==> src/rtl/spi_ctrl_pkg.sv <==
// Shared definitions for the SPI command controller.
//   state_e        : controller FSM states
//   CMD_*_BIT      : command-word flag positions, counted down from the word MSB
//   STAT_*         : status register bit positions
package spi_ctrl_pkg;

  typedef enum logic [2:0] {
    StIdle,
    StCmd,
    StWrite,
    StRead,
    StStream
  } state_e;

  // Flag position = WORD_SIZE - CMD_*_BIT (write is the MSB, stream the next bit down).
  localparam int unsigned CMD_WR_BIT     = 1;
  localparam int unsigned CMD_STREAM_BIT = 2;

  localparam int unsigned STAT_OVR    = 0;
  localparam int unsigned STAT_STREAM = 1;

endpackage

==> src/rtl/spi_cmd_ctrl_if.sv <==
// Pixel stream bus from the command controller to the grayscale/Sobel pipeline.
//   pixel       : streamed pixel word
//   pixel_valid : one-cycle pixel strobe (issued regardless of pixel_ready)
//   pixel_ready : pipeline ready
//   frame_start : one-cycle pulse on entry into a stream burst
interface spi_cmd_ctrl_if #(
  parameter int unsigned WORD_SIZE = 8
) ();

  logic [WORD_SIZE-1:0] pixel;
  logic                 pixel_valid;
  logic                 pixel_ready;
  logic                 frame_start;

  modport master (
    output pixel,
    output pixel_valid,
    output frame_start,
    input  pixel_ready
  );

  modport slave (
    input  pixel,
    input  pixel_valid,
    input  frame_start,
    output pixel_ready
  );

endinterface

==> src/rtl/sync_2ff.sv <==
// One-bit two-flop synchroniser into clk_i.
//   clk_i, reset_i : destination clock, synchronous active-high reset
//   d              : asynchronous input
//   q              : synchronised output (RESET_VAL while in reset)
module sync_2ff #(
  parameter bit RESET_VAL = 1'b0
) (
  input  logic clk_i,
  input  logic reset_i,
  input  logic d,
  output logic q
);

  logic meta_q;
  logic sync_q;

  always_ff @(posedge clk_i) begin
    if (reset_i) begin
      meta_q <= RESET_VAL;
      sync_q <= RESET_VAL;
    end else begin
      meta_q <= d;
      sync_q <= meta_q;
    end
  end

  assign q = sync_q;

endmodule

==> src/rtl/spi_cmd_ctrl.sv <==
// SPI command controller (clk_i domain).
// Synchronises the SPI core's cs/word-complete flags, decodes the first word after select
// as a command (write / read / stream + start address), then services a burst:
//   clk_i, reset_i  : system clock, synchronous active-high reset
//   cs_i            : async chip select, high = deselected
//   word_done_i     : async word-complete flag from the SPI core
//   word_i          : received word, stable while word_done_i is high
//   data_tx_o       : word the SPI core sends on the next transfer
//   cfg_o           : flattened config registers, reg0 in the LSBs
//   cfg_wr_o        : one-cycle pulse per register write, cfg_addr_o = written address
//   pix             : pixel stream bus (master side)
//   busy_o          : high whenever the FSM is not idle
module spi_cmd_ctrl
  import spi_ctrl_pkg::*;
#(
  parameter int unsigned          WORD_SIZE = 8,
  parameter int unsigned          NUM_REGS  = 4,
  parameter int unsigned          ADDR_W    = $clog2(NUM_REGS),
  parameter logic [WORD_SIZE-1:0] CFG_RESET = '0
) (
  input  logic                              clk_i,
  input  logic                              reset_i,
  input  logic                              cs_i,
  input  logic                              word_done_i,
  input  logic [WORD_SIZE-1:0]              word_i,
  output logic [WORD_SIZE-1:0]              data_tx_o,
  output logic [(NUM_REGS-1)*WORD_SIZE-1:0] cfg_o,
  output logic                              cfg_wr_o,
  output logic [ADDR_W-1:0]                 cfg_addr_o,
  spi_cmd_ctrl_if.master                    pix,
  output logic                              busy_o
);

  localparam logic [ADDR_W-1:0] StatAddr = ADDR_W'(NUM_REGS - 1);

  function automatic logic [ADDR_W-1:0] wrap_inc(input logic [ADDR_W-1:0] a);
    return (a == StatAddr) ? '0 : a + 1'b1;
  endfunction

  // Synchronisers; cs resets to deselected so nothing starts until a real select is seen.
  logic cs_s, done_s, done_q, word_ev;

  sync_2ff #(.RESET_VAL(1'b1)) u_cs_sync (
    .clk_i   (clk_i),
    .reset_i (reset_i),
    .d       (cs_i),
    .q       (cs_s)
  );

  sync_2ff #(.RESET_VAL(1'b0)) u_done_sync (
    .clk_i   (clk_i),
    .reset_i (reset_i),
    .d       (word_done_i),
    .q       (done_s)
  );

  assign word_ev = done_s & ~done_q;

  state_e                                state_q, state_d;
  logic [ADDR_W-1:0]                     ptr_q, ptr_d;
  logic [NUM_REGS-2:0][WORD_SIZE-1:0]    cfg_q, cfg_d;
  logic                                  ovr_q, ovr_d;
  logic [WORD_SIZE-1:0]                  data_tx_q, data_tx_d;
  logic                                  cfg_wr_q, cfg_wr_d;
  logic [ADDR_W-1:0]                     cfg_addr_q, cfg_addr_d;
  logic [WORD_SIZE-1:0]                  pixel_q, pixel_d;
  logic                                  pixel_valid_q, pixel_valid_d;
  logic                                  frame_start_q, frame_start_d;

  logic [WORD_SIZE-1:0] status, rd_data;
  logic [ADDR_W-1:0]    cmd_addr, rd_addr;
  logic                 cmd_wr, cmd_stream, load_tx;

  assign cmd_addr   = word_i[ADDR_W-1:0];
  assign cmd_wr     = word_i[WORD_SIZE-CMD_WR_BIT];
  assign cmd_stream = word_i[WORD_SIZE-CMD_STREAM_BIT];

  always_comb begin
    status              = '0;
    status[STAT_OVR]    = ovr_q;
    status[STAT_STREAM] = (state_q == StStream);
  end

  // FSM state register.
  always_ff @(posedge clk_i) begin
    if (reset_i) state_q <= StIdle;
    else         state_q <= state_d;
  end

  // FSM next state; deselect wins from any state.
  always_comb begin
    state_d = state_q;
    if (cs_s) begin
      state_d = StIdle;
    end else begin
      case (state_q)
        StIdle: state_d = StCmd;
        StCmd: begin
          if (word_ev) begin
            if (cmd_stream)  state_d = StStream;
            else if (cmd_wr) state_d = StWrite;
            else             state_d = StRead;
          end
        end
        default: state_d = state_q;
      endcase
    end
  end

  // FSM outputs and burst datapath.
  always_comb begin
    ptr_d         = ptr_q;
    cfg_d         = cfg_q;
    ovr_d         = ovr_q;
    cfg_wr_d      = 1'b0;
    cfg_addr_d    = cfg_addr_q;
    pixel_d       = pixel_q;
    pixel_valid_d = 1'b0;
    frame_start_d = 1'b0;
    rd_addr       = ptr_q;
    load_tx       = 1'b0;

    if (word_ev && !cs_s) begin
      case (state_q)
        StCmd: begin
          ptr_d = cmd_addr;
          if (cmd_stream) begin
            frame_start_d = 1'b1;
          end else if (!cmd_wr) begin
            // Read: the first register goes out on the very next word.
            rd_addr = cmd_addr;
            load_tx = 1'b1;
            ptr_d   = wrap_inc(cmd_addr);
          end
        end
        StWrite: begin
          cfg_wr_d   = 1'b1;
          cfg_addr_d = ptr_q;
          if (ptr_q == StatAddr) begin
            if (word_i[STAT_OVR]) ovr_d = 1'b0;
          end else begin
            cfg_d[ptr_q] = word_i;
          end
          ptr_d = wrap_inc(ptr_q);
        end
        StRead: begin
          load_tx = 1'b1;
          ptr_d   = wrap_inc(ptr_q);
        end
        StStream: begin
          pixel_d       = word_i;
          pixel_valid_d = 1'b1;
        end
        default: ;
      endcase
    end

    // Placed last so a same-cycle overrun beats a write-1-to-clear.
    if (pixel_valid_q && !pix.pixel_ready) ovr_d = 1'b1;
  end

  always_comb begin
    rd_data = (rd_addr == StatAddr) ? status : cfg_q[rd_addr];
    if (load_tx)                 data_tx_d = rd_data;
    else if (state_d == StRead)  data_tx_d = data_tx_q;
    else                         data_tx_d = status;
  end

  always_ff @(posedge clk_i) begin
    if (reset_i) begin
      done_q        <= 1'b0;
      ptr_q         <= '0;
      cfg_q         <= {(NUM_REGS-1){CFG_RESET}};
      ovr_q         <= 1'b0;
      data_tx_q     <= '0;
      cfg_wr_q      <= 1'b0;
      cfg_addr_q    <= '0;
      pixel_q       <= '0;
      pixel_valid_q <= 1'b0;
      frame_start_q <= 1'b0;
    end else begin
      done_q        <= done_s;
      ptr_q         <= ptr_d;
      cfg_q         <= cfg_d;
      ovr_q         <= ovr_d;
      data_tx_q     <= data_tx_d;
      cfg_wr_q      <= cfg_wr_d;
      cfg_addr_q    <= cfg_addr_d;
      pixel_q       <= pixel_d;
      pixel_valid_q <= pixel_valid_d;
      frame_start_q <= frame_start_d;
    end
  end

  assign data_tx_o       = data_tx_q;
  assign cfg_o           = cfg_q;
  assign cfg_wr_o        = cfg_wr_q;
  assign cfg_addr_o      = cfg_addr_q;
  assign pix.pixel       = pixel_q;
  assign pix.pixel_valid = pixel_valid_q;
  assign pix.frame_start = frame_start_q;
  assign busy_o          = (state_q != StIdle);

endmodule

==> src/flat_wrapper.sv <==
// flat-port wrapper written by rule: the top's interface ports become plain ports
module spi_cmd_ctrl_flat import spi_ctrl_pkg::*;
#(
  parameter int unsigned          WORD_SIZE = 8,
  parameter int unsigned          NUM_REGS  = 4,
  parameter int unsigned          ADDR_W    = $clog2(NUM_REGS),
  parameter logic [WORD_SIZE-1:0] CFG_RESET = '0
)
  (clk_i, reset_i, cs_i, word_done_i, word_i, data_tx_o, cfg_o, cfg_wr_o, cfg_addr_o, busy_o, pix_pixel, pix_pixel_valid, pix_frame_start, pix_pixel_ready);
  spi_cmd_ctrl_if #(.WORD_SIZE(WORD_SIZE)) pix_i ();
  input  logic clk_i;
  input  logic reset_i;
  input  logic cs_i;
  input  logic word_done_i;
  input  logic [WORD_SIZE-1:0] word_i;
  output logic [WORD_SIZE-1:0] data_tx_o;
  output logic [(NUM_REGS-1)*WORD_SIZE-1:0] cfg_o;
  output logic cfg_wr_o;
  output logic [ADDR_W-1:0] cfg_addr_o;
  output logic busy_o;
  output wire logic [$bits(pix_i.pixel)-1:0] pix_pixel;
  output wire logic [$bits(pix_i.pixel_valid)-1:0] pix_pixel_valid;
  output wire logic [$bits(pix_i.frame_start)-1:0] pix_frame_start;
  input wire logic [$bits(pix_i.pixel_ready)-1:0] pix_pixel_ready;
  assign pix_pixel = pix_i.pixel;
  assign pix_pixel_valid = pix_i.pixel_valid;
  assign pix_frame_start = pix_i.frame_start;
  assign pix_i.pixel_ready = pix_pixel_ready;
  spi_cmd_ctrl #(.WORD_SIZE(WORD_SIZE), .NUM_REGS(NUM_REGS), .ADDR_W(ADDR_W), .CFG_RESET(CFG_RESET)) u_core (.clk_i(clk_i), .reset_i(reset_i), .cs_i(cs_i), .word_done_i(word_done_i), .word_i(word_i), .data_tx_o(data_tx_o), .cfg_o(cfg_o), .cfg_wr_o(cfg_wr_o), .cfg_addr_o(cfg_addr_o), .pix(pix_i), .busy_o(busy_o));
endmodule
==> config.mk <==
export PLATFORM = sky130hd
export DESIGN_NAME = spi_cmd_ctrl_flat
export DESIGN_NICKNAME = d
export VERILOG_FILES = /design/src/rtl/spi_ctrl_pkg.sv /design/src/rtl/spi_cmd_ctrl_if.sv /design/src/rtl/sync_2ff.sv /design/src/rtl/spi_cmd_ctrl.sv /design/src/flat_wrapper.sv
export SDC_FILE = /design/constraint.sdc
export NUM_CORES = 1
export LEC_CHECK = 0
export ABC_CLOCK_PERIOD_IN_PS = 2400
export CAP_MARGIN = 40
export CORE_ASPECT_RATIO = 1.25
export CORE_MARGIN = 5
export CORE_UTILIZATION = 50
export CTS_BUF_LIST = sky130_fd_sc_hd__clkbuf_4 sky130_fd_sc_hd__clkbuf_8
export DETAILED_ROUTE_END_ITERATION = 6
export PLACE_DENSITY = 0.76
export SYNTH_ARGS = -nofsm -noshare
export SYNTH_HDL_FRONTEND = slang
export SYNTH_HIERARCHICAL = 1
export SYNTH_SLANG_ARGS = --single-unit
==> constraint.sdc <==
create_clock -name clk_i -period 2.4 [get_ports clk_i]
set_input_delay 0.36 -clock clk_i [delete_from_list [all_inputs] [get_ports clk_i]]
set_output_delay 0.36 -clock clk_i [all_outputs]
set_load 0.01 [all_outputs]
==> tab_implementation.tex, run 1 <==
\begin{tabular}{lr}
\hline
Metric & Value \\
\hline
\multicolumn{2}{l}{\textbf{Run status}} \\
Status & complete, no violations \\
\multicolumn{2}{l}{\textbf{CTS}} \\
Clock tree from TritonCTS & yes \\
Total CTS buffers & 5 \\
Library cell used as clock root buffer & sky130\_fd\_sc\_hd\_\_clkbuf\_8 \\
Source-to-sink clock delay at the later pin of the worst-skew pair & 0.31 ns \\
Number of buffers inserted by post-CTS setup repair & 0 \\
Clock-pin slew reported for the worst setup and hold paths after clock tree synthesis & 0.10 ns \\
CTS Buffer Depth & 2 \\
Maximum level of the CTS H-tree & 2 \\
Post\_cts resized & 0 \\
Cts-stage hold buffer count & 0 \\
Number of sinks on the clock net & 56 \\
\multicolumn{2}{l}{\textbf{Synth}} \\
Cell area after synthesis & 2460 um2 \\
Mapped Cells & 279 \\
Flip-flop cell with the highest count after synthesis & sky130\_fd\_sc\_hd\_\_dfxtp\_1 \\
Number of storage elements in the synthesis netlist & 56 \\
Synthesized netlist net count & 297 \\
Share of synthesized registers carrying an async set or reset & 0\% \\
YS warnings & 6 \\
Share of the yosys chip area belonging to registers & 45.6\% \\
Average cell area after synthesis & 8.82 um2 \\
Cell variety after synth & 44 \\
Number of enable-type register cells in the synthesized netlist & 0 \\
\multicolumn{2}{l}{\textbf{Global routing}} \\
Global-route wire length before repair & 10600 um \\
Maximum number of pins on one net before global-route repair & 37 \\
Antenna violations before repair & 0 \\
Number of global-route vias before repair & 2146 \\
Remaining global-route overflow & 0 \\
Overall global routing resource usage & 21.1\% \\
\multicolumn{2}{l}{\textbf{Flow run}} \\
Max-cap check violation count & 0 \\
\multicolumn{2}{l}{\textbf{Placement}} \\
Placer's final routability congestion estimate & 0.861 \\
Port bufs & 58 \\
Half-perimeter wire length after placement & 4610 um \\
Placement-stage worst setup slack & 0.114 ns \\
\multicolumn{2}{l}{\textbf{Layout}} \\
Share of post-route cells with drive strength above 1 & 8.71\% \\
Most common cell after layout, fill and taps aside & sky130\_fd\_sc\_hd\_\_clkdlybuf4s50\_1 \\
Share of the core filled with cells & 67.3\% \\
Count of antenna diodes in the layout & 0 \\
Count of nets after finishing & 350 \\
Area grow syn2layout & 30.4\% \\
Number of fill cells in the layout & 425 \\
Commonest cells after routing, fill and taps aside & sky130\_fd\_sc\_hd\_\_clkdlybuf4s50\_1 (57), sky130\_fd\_sc\_hd\_\_dfxtp\_1 (56), sky130\_fd\_sc\_hd\_\_nand2\_1 (32), sky130\_fd\_sc\_hd\_\_a21oi\_1 (31), sky130\_fd\_sc\_hd\_\_nor2\_1 (28) \\
\multicolumn{2}{l}{\textbf{Setup path}} \\
CP Cell Sequence & or3\_1 -> clkdlybuf4s50\_1 \\
Data arrival, critical path & 1.77 ns \\
Startpoint types & flop \\
FF-to-FF setup slack & 0.35 ns \\
Critical path data required time & 2.04 ns \\
Critical Path End Type & output port \\
CP max stage cell & sky130\_fd\_sc\_hd\_\_dfxtp\_1 \\
Max Fanout on Critical Path & 19 \\
WS Path Type & flop to output port \\
Maximum single-stage delay on the critical path & 0.75 ns \\
\multicolumn{2}{l}{\textbf{Timing}} \\
Final setup TNS & 0 ns \\
Maximum clock frequency & 469 MHz \\
Largest clock skew in the final design & 0.00618 ns \\
Post-Route Hold Slack & 0.424 ns \\
Total count of hold-check failures in the final report & 0 \\
Post-layout minimum cycle time & 2.13 ns \\
Final setup fails & 0 \\
Final count of pins violating max slew & 0 \\
Slew @ Worst Pin & 0.656 ns \\
Final Cycle Share & 88.8\% \\
Worst slew margin relative to its limit & 56.2\% \\
Final worst slack & 0.268 ns \\
Setup repair after global routing missed its margin & false \\
\multicolumn{2}{l}{\textbf{Die}} \\
Die Y-Extent & 88.4 um \\
FP Rows & 28 \\
Core area & 4760 um2 \\
Area of the die & 6430 um2 \\
Number of top-level pins & 59 \\
Width of the die & 72.8 um \\
Initial standard-cell utilization of the core & 51.7\% \\
\multicolumn{2}{l}{\textbf{Detailed routing}} \\
Number of DRC markers in iteration 0 & 218 \\
Vias/cell & 5.69 \\
Vias post-DR & 2235 \\
Final routed DRC violation total & 0 \\
Final wirelength & 6550 um \\
Residual antenna-violating net count after detailed routing & 0 \\
Wire per inst & 16.7 um \\
Pre-antenna DRT Iters & 4 \\
\multicolumn{2}{l}{\textbf{Power}} \\
Static power due to leakage & 1.16 nW \\
Total power consumption of the routed design & 1.56 mW \\
Cell Pwr Density & 485 nW/um2 \\
Max IR drop VDD & 0.322 mV \\
\multicolumn{2}{l}{\textbf{Min path}} \\
Min-Delay Path Class & flop to flop \\
\hline
\end{tabular}
area by class of cell:
type                    instances  area, um2  share of cell area, %
clock inverters                 2       13.8                  0.429
clock buffers                   6       82.6                   2.57
inverters                       3       11.3                  0.351
multi-input cells             198       1240                   38.7
well taps                      60       75.1                   2.34
flip-flops and latches         56       1120                   34.9
repair buffers                 68        663                   20.7
critical path, delay by kind of cell, from the launching register on:
kind | cells | cell delay, ns
AND/OR/NAND/NOR | 1 | 0.19
flip-flops | 1 | 0.75
buffers and inverters | 1 | 0.52
cells by family after synthesis:
logic type | synth area share, %
adders and majority gates | 2.54
AOI/OAI and AO/OA | 15.2
muxes | 7.32
buffers and inverters | 4.63
and+or+nand+nor | 24.8
DFF | 45.6
layer usage:
layer | global-route usage, % | vias to the layer above | part of all wire, %
li1 | - | 1081 | -
met1 | 27.0 | 1064 | 41
met3 | 3.64 | 7 | 7.3
met2 | 35.6 | 83 | 50
met4 | 7.89 | 0 | 1.3
met5 | 0 | - | 0
report_power, final:
group	switching (mW)	internal, mW
combinational	0.0428	0.0332
clock	0.306	0.237
sequential	0.00459	0.932
cells in the mapped netlist, types with 2 or more instances:
library cell,instances,area (um2)
sky130_fd_sc_hd__a221oi_1,2,17.5
sky130_fd_sc_hd__mux2i_1,18,180
sky130_fd_sc_hd__clkbuf_1,13,48.8
sky130_fd_sc_hd__a22oi_1,6,45.0
sky130_fd_sc_hd__buf_4,2,15.0
sky130_fd_sc_hd__inv_1,3,11.3
sky130_fd_sc_hd__nor2b_1,5,31.3
sky130_fd_sc_hd__ha_1,5,62.6
sky130_fd_sc_hd__o22ai_1,8,50.1
sky130_fd_sc_hd__nor4b_4,2,47.6
sky130_fd_sc_hd__nand3_1,25,125
sky130_fd_sc_hd__nor2_1,28,105
sky130_fd_sc_hd__nor4_1,2,12.5
sky130_fd_sc_hd__nand2_1,32,120
sky130_fd_sc_hd__or2_1,3,18.8
sky130_fd_sc_hd__nand3b_1,3,22.5
sky130_fd_sc_hd__nor3_1,2,10.0
sky130_fd_sc_hd__buf_2,4,20.0
sky130_fd_sc_hd__o21ai_1,2,10.0
sky130_fd_sc_hd__a21oi_1,31,155
sky130_fd_sc_hd__dfxtp_1,56,1120
sky130_fd_sc_hd__nand2b_1,4,25.0
sky130_fd_sc_hd__buf_1,2,7.51
sequential cells by signal, summed over array words and instances, names as in the netlist, 2 cells and up:
| name | flops |
|---|---|
| u_core/pix.pixel | 8 |
| u_core/cfg_addr_o | 2 |
| u_core/data_tx_o | 8 |
| u_core/cfg_o | 24 |
| u_core/ptr_q | 2 |
| u_core/state_q | 3 |
path summary, 6_finish.rpt:
| check | startpoint | endpoint | cells after the start |
|---|---|---|---|
| worst max-delay path | u_core/state_q[1] | busy_o | 2 |
| worst max register to register | u_core/state_q[0] | u_core/data_tx_o[1] | 6 |
| worst min-delay path | u_core/u_cs_sync/meta_q | u_core/u_cs_sync/q | 1 |
| worst min register to register | u_core/u_cs_sync/meta_q | u_core/u_cs_sync/q | 1 |
stage by stage:
stage                     std cells  area (um2)
after floorplan                 279        2460
after global placement          385        3110
after detailed placement        385        3110
after CTS                       393        3210
after global routing            393        3210
final                           393        3210
No activity file was read; power rests on OpenSTA's default activity.
==> run 2, diff against run 1 <==
CAP_MARGIN = 10   (was 40)
REMOVE_ABC_BUFFERS = 1   (was default)
==> run 2 against run 1 <==
Compared with the run above:
- die area is the same
- combinational power grew 2%
- global-route usage shrank 0.25 points
- maximum frequency grew 6.1%
- clock skew grew 0.00093 ns
- core utilization shrank 0.34 points
- sequential power is essentially flat
- sequential share of layout area grew 0.18 points
- critical endpoint is now u_core/cfg_o[22]
==> tab_implementation.tex, run 2 (synthesis results as in run 1) <==
\begin{tabular}{lr}
\hline
Metric & Value \\
\hline
\multicolumn{2}{l}{\textbf{Run status}} \\
Status & complete, no violations \\
\multicolumn{2}{l}{\textbf{Setup path}} \\
Critical path data required time & 2.58 ns \\
WS Path Type & flop to flop \\
Buffer and inverter count on the worst path & 0 \\
CP Cell Sequence & nor4b\_4 -> nor4bb\_4 -> nand2\_1 -> nand2\_1 -> a21oi\_1 \\
Max Fanout on Critical Path & 8 \\
Data arrival, critical path & 2.19 ns \\
Startpoint types & flop \\
CP max stage cell & sky130\_fd\_sc\_hd\_\_nor4b\_4 \\
Critical Path End Type & flop \\
CP top delay family & simple AND/OR/NAND/NOR gates \\
Crit-path most repeated cell & sky130\_fd\_sc\_hd\_\_nand2\_1 \\
Maximum single-stage delay on the critical path & 0.52 ns \\
FF-to-FF setup slack & 0.39 ns \\
\multicolumn{2}{l}{\textbf{CTS}} \\
Clock-pin slew reported for the worst setup and hold paths after clock tree synthesis & 0.10 ns \\
Cts-stage hold buffer count & 0 \\
Clock tree from TritonCTS & yes \\
Library cell used as clock root buffer & sky130\_fd\_sc\_hd\_\_clkbuf\_8 \\
Post\_cts resized & 0 \\
Number of buffers inserted by post-CTS setup repair & 0 \\
Number of sinks on the clock net & 56 \\
Total CTS buffers & 5 \\
CTS Buffer Depth & 2 \\
Maximum level of the CTS H-tree & 2 \\
Source-to-sink clock delay at the later pin of the worst-skew pair & 0.31 ns \\
\multicolumn{2}{l}{\textbf{Placement}} \\
Port bufs & 58 \\
Half-perimeter wire length after placement & 4660 um \\
Placer's final routability congestion estimate & 0.869 \\
Placement-stage worst setup slack & 0.156 ns \\
Cell count after placement & 385 \\
\multicolumn{2}{l}{\textbf{Die}} \\
Initial standard-cell utilization of the core & 51.7\% \\
Number of top-level pins & 59 \\
FP Rows & 28 \\
Die Y-Extent & 88.4 um \\
Area of the die & 6430 um2 \\
Width of the die & 72.8 um \\
Core area & 4760 um2 \\
\multicolumn{2}{l}{\textbf{Global routing}} \\
Antenna violations before repair & 0 \\
Overall global routing resource usage & 20.9\% \\
Remaining global-route overflow & 0 \\
Number of global-route vias before repair & 2125 \\
Global-route wire length before repair & 10400 um \\
Maximum number of pins on one net before global-route repair & 33 \\
\multicolumn{2}{l}{\textbf{Layout}} \\
Non-filler instance count after layout & 393 \\
Count of nets after finishing & 350 \\
Max FFs per register & 24 \\
Most common cell after layout, fill and taps aside & sky130\_fd\_sc\_hd\_\_clkdlybuf4s50\_1 \\
Count of antenna diodes in the layout & 0 \\
Register cell area after layout & 1120 um2 \\
Share of post-route cells with drive strength above 1 & 8.71\% \\
Area grow syn2layout & 29.7\% \\
Commonest cells after routing, fill and taps aside & sky130\_fd\_sc\_hd\_\_clkdlybuf4s50\_1 (57), sky130\_fd\_sc\_hd\_\_dfxtp\_1 (56), sky130\_fd\_sc\_hd\_\_nand2\_1 (32), sky130\_fd\_sc\_hd\_\_a21oi\_1 (31), sky130\_fd\_sc\_hd\_\_nor2\_1 (28) \\
Number of fill cells in the layout & 421 \\
Multi-input gate area & 1240 um2 \\
\multicolumn{2}{l}{\textbf{Detailed routing}} \\
Residual antenna-violating net count after detailed routing & 0 \\
Vias post-DR & 2240 \\
Met2 Wirelength & 3040 um \\
Final wirelength & 6380 um \\
Pre-antenna DRT Iters & 5 \\
Met3 wire length & 485 um \\
Vias/cell & 5.70 \\
Final routed DRC violation total & 0 \\
Top routing layer used & met4 \\
Routed met1 length & 2770 um \\
Wire per inst & 16.2 um \\
Number of DRC markers in iteration 0 & 138 \\
\multicolumn{2}{l}{\textbf{Timing}} \\
Final worst slack & 0.390 ns \\
Setup repair after global routing missed its margin & false \\
Largest clock skew in the final design & 0.00711 ns \\
Maximum clock frequency & 497 MHz \\
Slew @ Worst Pin & 0.559 ns \\
Final count of pins violating max slew & 0 \\
Total count of hold-check failures in the final report & 0 \\
Final Cycle Share & 83.8\% \\
Worst slew margin relative to its limit & 62.8\% \\
Final setup fails & 0 \\
Post-layout minimum cycle time & 2.01 ns \\
\multicolumn{2}{l}{\textbf{Min path}} \\
Min-Delay Path Class & flop to flop \\
\multicolumn{2}{l}{\textbf{Power}} \\
Max IR drop VDD & 0.486 mV \\
Cell Pwr Density & 483 nW/um2 \\
Static power due to leakage & 1.15 nW \\
\multicolumn{2}{l}{\textbf{Flow run}} \\
Max-cap check violation count & 0 \\
\hline
\end{tabular}
[run 2: cell count changes in the layout (fill, tap and decap cells not counted)]
cell,change
sky130_fd_sc_hd__buf_12,-1
sky130_fd_sc_hd__clkinv_2,+1
sky130_fd_sc_hd__buf_4,+1
sky130_fd_sc_hd__inv_6,-1
[run 2: per-stage QoR]
step           hold slack [ns]  total power, mW  utilization [%]  setup TNS [ns]  cell area [um2]
2_1_floorplan            0.383            0.975                -          -28.75             2360
3_3_place_gp             0.387             1.03             65.0               0             3100
3_5_place_dp             0.398             1.03             65.0               0             3100
4_1_cts                  0.421             1.56             67.0               0             3190
5_1_grt                  0.464             1.61             67.0               0             3190
6_report                 0.416             1.54             67.0               0             3190
[run 2: area by class of cell]
cell class                 count  share of cell area [%]
timing repair buffer          68                    20.4
inverter                       3                   0.353
sequential                    56                    35.1
tap                           60                    2.35
clock inverter                 2                   0.314
clock buffer                   6                    2.59
multi-input combinational    198                    38.9
[run 2: worst paths after layout]
kind                                               from                 end  cells past startpoint
worst max-delay path                  u_core/state_q[2]    u_core/cfg_o[22]                      5
worst min-delay path            u_core/u_cs_sync/meta_q  u_core/u_cs_sync/q                      1
worst max register to register        u_core/state_q[2]    u_core/cfg_o[22]                      5
worst min register to register  u_core/u_cs_sync/meta_q  u_core/u_cs_sync/q                      1
[run 2: power by group]
group          internal, mW  switching, mW  total [mW]
clock                 0.231          0.298       0.529
combinational        0.0338         0.0438      0.0776
sequential            0.932        0.00375       0.936
total                  1.20          0.346        1.54
[run 2: routing by layer]
layer,global-route usage (%),vias to the layer above
met5,0,-
met4,7.89,0
met3,4.66,7
met2,32.9,98
met1,27.9,1058
li1,-,1077
==> run 3, diff against run 2 <==
ABC_CLOCK_PERIOD_IN_PS = 1600   (was 2400)
CORE_UTILIZATION = 46   (was 50)
PLACE_DENSITY = 0.74   (was 0.76)
clock period = 1.6 ns   (was 2.4 ns; I/O delays follow)
==> run 3 against run 2 <==
Compared with the run above:
- the run now ends with negative setup slack left
- sequential power grew 50%
- final area grew 17%
- clock skew grew 0.0053 ns
- register-to-register slack lost 0.53 ns
- worst hold slack lost 0.096 ns
- via count grew 6.3%
- worst setup slack lost 0.53 ns
- critical path depth grew 2
- die area grew 7.6%
- global-route usage shrank 1.1 points
- critical path type unchanged
- largest power group unchanged
- highest routed layer unchanged
==> tab_implementation.tex, run 3 (synthesis results as in run 1) <==
\begin{tabular}{lr}
\hline
Metric & Value \\
\hline
\multicolumn{2}{l}{\textbf{Setup path}} \\
WS Path Type & flop to flop \\
Buffer and inverter count on the worst path & 2 \\
CP max stage cell & sky130\_fd\_sc\_hd\_\_dfxtp\_1 \\
Data arrival, critical path & 1.96 ns \\
Critical Path End Type & flop \\
Maximum single-stage delay on the critical path & 0.35 ns \\
CP Cell Sequence & buf\_4 -> nor2b\_1 -> buf\_4 -> nand3b\_1 -> nor3b\_1 -> a221oi\_2 -> a311oi\_2 \\
Crit-path most repeated cell & sky130\_fd\_sc\_hd\_\_buf\_4 \\
Max Fanout on Critical Path & 3 \\
Critical path data required time & 1.83 ns \\
Startpoint types & flop \\
CP top delay family & simple AND/OR/NAND/NOR gates \\
\multicolumn{2}{l}{\textbf{CTS}} \\
CTS Buffer Depth & 2 \\
Maximum level of the CTS H-tree & 2 \\
Clock-pin slew reported for the worst setup and hold paths after clock tree synthesis & 0.10 ns \\
Clock tree from TritonCTS & yes \\
Library cell used as clock root buffer & sky130\_fd\_sc\_hd\_\_clkbuf\_8 \\
Number of sinks on the clock net & 56 \\
Source-to-sink clock delay at the later pin of the worst-skew pair & 0.31 ns \\
Total CTS buffers & 5 \\
\multicolumn{2}{l}{\textbf{Layout}} \\
Count of nets after finishing & 381 \\
Multi-input gate area & 1450 um2 \\
Number of fill cells in the layout & 386 \\
Max FFs per register & 24 \\
Commonest cells after routing, fill and taps aside & sky130\_fd\_sc\_hd\_\_clkdlybuf4s50\_1 (53), sky130\_fd\_sc\_hd\_\_dfxtp\_1 (51), sky130\_fd\_sc\_hd\_\_buf\_4 (30), sky130\_fd\_sc\_hd\_\_nand2\_1 (28), sky130\_fd\_sc\_hd\_\_nor2\_1 (27) \\
Most common cell after layout, fill and taps aside & sky130\_fd\_sc\_hd\_\_clkdlybuf4s50\_1 \\
Share of the core filled with cells & 72.5\% \\
Area grow syn2layout & 51.9\% \\
Count of antenna diodes in the layout & 0 \\
Share of post-route cells with drive strength above 1 & 30.5\% \\
Register cell area after layout & 1130 um2 \\
\multicolumn{2}{l}{\textbf{Placement}} \\
Half-perimeter wire length after placement & 4870 um \\
Port bufs & 58 \\
Placer's final routability congestion estimate & 0.876 \\
\multicolumn{2}{l}{\textbf{Detailed routing}} \\
Number of DRC markers in iteration 0 & 232 \\
Vias/cell & 5.59 \\
Residual antenna-violating net count after detailed routing & 0 \\
Routed met1 length & 3230 um \\
Final wirelength & 7430 um \\
Wire per inst & 17.4 um \\
Met3 wire length & 304 um \\
Pre-antenna DRT Iters & 4 \\
Vias post-DR & 2382 \\
Top routing layer used & met4 \\
Final routed DRC violation total & 0 \\
Met2 Wirelength & 3740 um \\
\multicolumn{2}{l}{\textbf{Timing}} \\
Worst slew margin relative to its limit & 73.7\% \\
Setup repair after global routing missed its margin & true \\
Final worst slack & -0.135 ns \\
Largest clock skew in the final design & 0.0125 ns \\
Post-layout minimum cycle time & 1.74 ns \\
Final setup TNS & -1.69 ns \\
Maximum clock frequency & 576 MHz \\
Slew @ Worst Pin & 0.395 ns \\
Final setup fails & 32 \\
Total count of hold-check failures in the final report & 0 \\
Final Cycle Share & 108\% \\
Final count of pins violating max slew & 0 \\
\multicolumn{2}{l}{\textbf{Power}} \\
Static power due to leakage & 1.38 nW \\
Cell Pwr Density & 664 nW/um2 \\
Max IR drop VDD & 0.698 mV \\
\multicolumn{2}{l}{\textbf{Global routing}} \\
Number of global-route vias before repair & 2165 \\
Remaining global-route overflow & 0 \\
Global-route wire length before repair & 10800 um \\
Maximum number of pins on one net before global-route repair & 38 \\
Overall global routing resource usage & 19.8\% \\
Antenna violations before repair & 0 \\
\multicolumn{2}{l}{\textbf{Die}} \\
FP Rows & 29 \\
Number of top-level pins & 59 \\
Area of the die & 6920 um2 \\
Initial standard-cell utilization of the core & 47.8\% \\
Core area & 5150 um2 \\
Die Y-Extent & 91.8 um \\
Width of the die & 75.4 um \\
\multicolumn{2}{l}{\textbf{Min path}} \\
Min-Delay Path Class & input port to flop \\
\multicolumn{2}{l}{\textbf{Run status}} \\
Violated checks & negative setup slack \\
Status & complete, but fails checks \\
\multicolumn{2}{l}{\textbf{Flow run}} \\
Max-cap check violation count & 0 \\
\hline
\end{tabular}
## run 3: cell types whose count changed in the layout (fill, tap and decap cells not counted), moves of 6 or more
cell	previous run	this run
sky130_fd_sc_hd__a21oi_1	31	15
sky130_fd_sc_hd__a21oi_2	1	17
sky130_fd_sc_hd__buf_4	10	30
sky130_fd_sc_hd__buf_6	0	6
sky130_fd_sc_hd__nand3_1	25	10
sky130_fd_sc_hd__nand3_2	1	15
## run 3: area by class of cell
| class | instances | area share (%) |
|---|---|---|
| tap | 62 | 2.08 |
| multi-input combinational | 198 | 38.7 |
| inverter | 3 | 0.402 |
| sequential | 56 | 30.2 |
| clock buffer | 5 | 1.84 |
| timing repair buffer | 99 | 25.6 |
| clock inverter | 3 | 1.14 |
## run 3: per-layer routing
metal,track usage (%),vias to the layer above
li1,-,1147
met1,28.1,1154
met2,30.9,68
met3,3.06,13
met4,5.54,0
met5,0,-
## run 3: what timing repair did
action                                 4_1_cts  5_1_grt
cloned                                       0        2
setup buffers                                1        2
setup endpoints to repair                   11       43
pin swaps                                    4       19
endpoints found under the hold margin        0        0
gates resized for setup                     18       56
hold buffers                                 0        0
## run 3: path summary, 6_finish.rpt
check / end / slack [ns] / from / depth (start not counted)
max: u_core/data_tx_o[0] / -0.14 / u_core/u_done_sync/q / 7
min: u_core/cfg_wr_o / 0.32 / reset_i / 2
max reg2reg: u_core/data_tx_o[0] / -0.14 / u_core/u_done_sync/q / 7
min reg2reg: u_core/u_cs_sync/q / 0.43 / u_core/u_cs_sync/meta_q / 1
## run 3: worst register-to-register path, stage by stage (launching register included)
cell and delay [ns]:
sky130_fd_sc_hd__dfxtp_1 0.35, sky130_fd_sc_hd__buf_4 0.12, sky130_fd_sc_hd__nor2b_1 0.21, sky130_fd_sc_hd__buf_4 0.16, sky130_fd_sc_hd__nand3b_1 0.15, sky130_fd_sc_hd__nor3b_1 0.33, sky130_fd_sc_hd__a221oi_2 0.11, sky130_fd_sc_hd__a311oi_2 0.21
## run 3: power breakdown
part / leakage, nW / internal (mW) / total, mW / switching [mW]
clock network: 0.0541 / 0.464 / 0.930 / 0.466
logic: 0.870 / 0.0667 / 0.151 / 0.0841
registers: 0.454 / 1.40 / 1.40 / 0.00353
## run 3: metrics by stage
stage / worst slack, ns / std cells / area (um2) / total power, mW / hold slack [ns]
2_1_floorplan: -2.00 / 257 / 2360 / 1.46 / 0.308
3_3_place_gp: -0.462 / 415 / 3340 / 1.57 / 0.387
3_5_place_dp: -0.520 / 415 / 3340 / 1.57 / 0.403
4_1_cts: -0.0906 / 424 / 3490 / 2.48 / 0.324
5_1_grt: -0.197 / 426 / 3740 / 2.56 / 0.328
6_report: -0.135 / 426 / 3740 / 2.48 / 0.320
